--- config.mk ---
export PLATFORM = sky130hd
export DESIGN_NAME = imem_arbiter
export DESIGN_NICKNAME = d
export VERILOG_FILES = /design/src/rtl/imem_arbiter.sv
export SDC_FILE = /design/constraint.sdc
export NUM_CORES = 1
export LEC_CHECK = 0
export CORE_AREA = 2 2 96 98
export DETAILED_ROUTE_END_ITERATION = 10
export DIE_AREA = 0 0 98 100
export GPL_TIMING_DRIVEN = 0
export PLACE_DENSITY = 0.68
export SLEW_MARGIN = 20
export SYNTH_ARGS = -nofsm -noshare
export SYNTH_HDL_FRONTEND = slang
export SYNTH_SLANG_ARGS = --single-unit
--- constraint.sdc ---
create_clock -name clk -period 2.1 [get_ports clk]
set_input_delay 0.525 -clock clk [delete_from_list [all_inputs] [get_ports clk]]
set_output_delay 0.525 -clock clk [all_outputs]
set_load 0.05 [all_outputs]
--- src/rtl/imem_arbiter.sv ---
// imem_arbiter: shares the single-port instruction memory between CPU fetch and a program loader.
// Define IMEM_ARB_BOOT_EN to build the BOOT phase that holds the CPU until ld_done.
module imem_arbiter #(
    parameter int ADDR_W       = 32,
    parameter int DATA_W       = 32,
    parameter int LD_BURST_MAX = 4
) (
    input  logic              clk,
    input  logic              rst,
    input  logic              fetch_req,
    input  logic [ADDR_W-1:0] fetch_addr,
    output logic              fetch_gnt,
    output logic              fetch_valid,
    output logic [DATA_W-1:0] fetch_instr,
    output logic              cpu_hold,
    input  logic              ld_req,
    input  logic [ADDR_W-1:0] ld_addr,
    input  logic [DATA_W-1:0] ld_wdata,
    output logic              ld_gnt,
    input  logic              ld_done,
    output logic [15:0]       boot_words,
    output logic [ADDR_W-1:0] mem_addr,
    output logic [DATA_W-1:0] mem_wdata,
    output logic              mem_we,
    output logic              mem_rd_en,
    input  logic [DATA_W-1:0] mem_rdata
);
    logic [3:0] streak;
    logic       boot;
    logic       ld_wins;
`ifdef IMEM_ARB_BOOT_EN
    typedef enum logic {BOOT, RUN} state_t;
    state_t      state;
    logic [15:0] words;
    assign boot       = state == BOOT;
    assign boot_words = words;
    always_ff @(posedge clk)
        if (!rst) begin
            state <= BOOT;
            words <= '0;
        end else begin
            if (boot && ld_gnt && words != 16'hFFFF) words <= words + 16'd1;
            if (boot && ld_done) state <= RUN;
        end
`else
    logic unused_ld_done;
    assign unused_ld_done = ld_done;
    assign boot           = 1'b0;
    assign boot_words     = '0;
`endif
    // The loader only yields once it has starved a waiting fetch for LD_BURST_MAX cycles.
    assign ld_wins     = !(fetch_req && streak == 4'(LD_BURST_MAX));
    assign ld_gnt      = rst && ld_req && (boot || ld_wins);
    assign fetch_gnt   = rst && !boot && fetch_req && !ld_gnt;
    assign cpu_hold    = !rst || boot || (fetch_req && !fetch_gnt);
    assign mem_addr    = fetch_gnt ? fetch_addr : ld_gnt ? ld_addr : '0;
    assign mem_wdata   = ld_wdata;
    assign mem_we      = ld_gnt;
    assign mem_rd_en   = fetch_gnt;
    assign fetch_instr = fetch_valid ? mem_rdata : '0;
    always_ff @(posedge clk)
        if (!rst) begin
            streak      <= '0;
            fetch_valid <= 1'b0;
        end else begin
            fetch_valid <= fetch_gnt;
            streak      <= (boot || fetch_gnt || !fetch_req) ? '0 : ld_gnt ? streak + 4'd1 : streak;
        end
endmodule

==> run_results.csv <==
group,metric,value,unit
floorplanning,num_rows,35,
route,drt_iter0_markers,9,
setup_path,r2r-end,"streak[0]$_SDFFE_PP0N_",
placement,placedCellCount,475,
layout,syn_to_final_growth,220.9,%
yosys,yosys.area.top_type_share,32.54,%
sta,timing.final.crit_period,2283,ps
clock_network,root_buffer,"clkbuf_8",
sta,hold_violations,0,
route,wirelength,5.609,mm
layout,antenna-diode-count,0,
power_and_ir_drop,p_leak,1.681,nW
yosys,seq_area_frac_synth,8.677,%
sta,fmax,438.0,MHz
clock_network,cts.sinks,5,
placement,dp_hpwl,4.873,mm
global_route,antenna_found_initial,0,
clock_network,clk_pin_slew,30,ps
sta,finalCritPeriodShare,108.7,%
placement,gp_congestion,0.7151,
setup_path,cp_max_fo,10,
sta,finalWorstSetupSlack,-183.3,ps
worst_hold_path,hold_end,"streak[0]$_SDFFE_PP0N_",
global_route,grt.total_usage,10.34,%
setup_path,r2r-start,"streak[1]$_SDFFE_PP0N_",
route,dr_total_vias,1806,
clock_network,htree_levels,1,
sta,relSlewSlack,66.12,%
route,vias_per_cell,3.708,
layout,final_core_util,41.65,%
setup_path,crit_path_max_incr_delay,310,ps
sta,setup-violations-final,36,
global_route,grt_pass1_wl,8.307,mm
global_route,grt_max_degree,12,
route,drtPass1Iterations,4,
route,wl_per_cell,11.52,um
floorplanning,core_area,0.008890,mm2
yosys,syn-cell-area,0.001154,mm2
floorplanning,fp.dieW,98,um
worst_hold_path,min_from,"streak[0]$_SDFFE_PP0N_",
yosys,synth_area_leaders,"buf_4 33%, a22o_1 24%, and2_1 17%",
worst_hold_path,hold_path.class,"reg -> reg",
outcome,violations,"setup timing",
layout,final_common_cell,"clkdlybuf4s50_1",
floorplanning,io_pins,251,
floorplanning,dieArea,0.009800,mm2
setup_path,path_class,"reg -> out",
worst_hold_path,min_path_cells,2,
setup_path,r2r_slack,780,ps
setup_path,critPathArrivalTime,1760,ps
setup_path,worst_setup_path_start_kind,"register",
setup_path,crit_slowest_cell,"dfxtp_2",
power_and_ir_drop,ir_worst_vdd,0.0002134,V
placement,port_buffers,201,
yosys,yosys_register_bits,5,
power_and_ir_drop,powerDensity,335.6,mW/mm2
global_route,grt.overflow.total,0,
sta,worst_pin_slew,506.7,ps
sta,grt_setup_unrepaired,"true",
setup_path,cp-end-kind,"output pin",
outcome,status,"complete, but fails checks",
route,antenna_left,0,
floorplanning,fp.dieH,100,um
layout,drive_gt1_share,42.02,%
run,drv_cap,0,
yosys,synth_warnings,0,
clock_network,clockBufferDepth,2,
sta,drv_slew,0,
route,drcViolationCount,0,
yosys,ys_types,20,
yosys,synth_area_leader_cell,"buf_4",
clock_network,cts_tree,"yes",
sta,finClkSkew,0.08364,ps
yosys,syn_avg_cell_area,7.795,um2
setup_path,required,1570,ps
setup_path,path_cells,"inv_2 > ha_4 > nand3b_1 > buf_4 > a21oi_4 > buf_12 > buf_8 > a22o_1 > buf_6",
global_route,grt_pass1_vias,1831,
yosys,postSynthCellCount,148,
floorplanning,start_util,12.98,%
layout,final_cell_mix,"128 x clkdlybuf4s50_1, 57 x buf_4, 34 x buf_6",
clock_network,clk_latency,220,ps
sta,whs,548.4,ps
layout,final_net_count,512,
setup_path,r2r_cells,6,
clock_network,cts_buffers,3,
layout,instances_no_fill,487,
==> critical path: cells and delay by family (launching register included) <==
kind            cells  cell delay (ps)
compound gates      2              330
flops               1              310
simple gates        1              100
fa+ha+maj           1              120
buf+inv             5              650
==> synth_stat cells <==
| cell | count |
|---|---|
| buf_4 | 50 |
| a22o_1 | 32 |
| and2_1 | 32 |
| dfxtp_1 | 5 |
| and3_1 | 4 |
| buf_2 | 4 |
| buf_6 | 3 |
| clkbuf_1 | 3 |
| inv_1 | 3 |
| ha_1 | 2 |
| a21bo_2 | 1 |
| a21oi_1 | 1 |
| a21oi_2 | 1 |
| conb_1 | 1 |
| nand2_1 | 1 |
| nand3_1 | 1 |
| nand3b_1 | 1 |
| o211a_1 | 1 |
| xnor2_1 | 1 |
| xor2_1 | 1 |
==> how the worst max path moves through the flow <==
stage,start,to,slack [ps],cells past startpoint
6_report,streak[1]$_SDFFE_PP0N_,mem_addr[4],-180,9
5_1_grt,streak[1]$_SDFFE_PP0N_,mem_addr[4],-240,9
3_3_place_gp,fetch_req,mem_addr[3],-1230,6
2_1_floorplan,streak[0]$_SDFFE_PP0N_,mem_addr[22],10,6
4_1_cts,streak[0]$_SDFFE_PP0N_,mem_addr[3],-180,8
3_5_place_dp,fetch_req,mem_addr[3],-1230,6
==> metal layers <==
metal	track usage [%]	vias up	share of wire [%]
met5	0	-	0
met4	2.885	0	1.0
met3	3.621	4	14
met2	20.81	146	54
met1	9.811	759	31
li1	-	897	-
==> cell type report <==
type | instances | area [um2]
fill | 865 | 5187
timing repair buffer | 209 | 2196
multi-input combinational | 95 | 735.7
buffer | 60 | 473.0
tap | 111 | 138.9
sequential | 5 | 102.6
clock buffer | 4 | 45.04
inverter | 3 | 11.26
==> flip-flops by register name (all words and copies together) (netlist names) <==
register	count
streak	4
fetch_valid	1
==> through the flow <==
| stage | area [um2] | setup slack, ps | total power [mW] | setup TNS (ps) |
|---|---|---|---|---|
| 2_1_floorplan | 1224 | 9.825 | 0.6445 | 0 |
| 3_3_place_gp | 3374 | -1231 | 1.014 | -52400 |
| 3_5_place_dp | 3374 | -1227 | 1.017 | -52460 |
| 4_1_cts | 3685 | -176.2 | 1.248 | -4742 |
| 5_1_grt | 3702 | -238.2 | 1.290 | -7135 |
| 6_report | 3702 | -183.3 | 1.242 | -5110 |
==> logic make-up (layout without fill, tap and decap cells) <==
group           count (synthesis)  in the layout  share of synthesized area, %
buf+inv                        63            276                         39.15
simple gates                   39             39                         20.93
compound gates                 36             36                         27.22
flops                           5              5                         8.677
fa+ha+maj                       2              2                         2.169
xor+xnor                        2              2                         1.519
other cells                     1             16                        0.3251
==> what timing repair did <==
action / 4_1_cts / 5_1_grt
hold buffers: 0 / 0
buffers inserted: 5 / 0
pin swaps: 11 / 5
setup endpoints to repair: 70 / 67
gates cloned: 3 / 0
gates resized for setup: 392 / 10
==> power breakdown <==
part | total (mW) | internal [mW] | switching, mW
Combinational | 0.963 | 0.443 | 0.520
Clock | 0.180 | 0.130 | 0.0492
Sequential | 0.0997 | 0.0976 | 0.00210
Note: power is estimated with default switching activity, not from simulation.
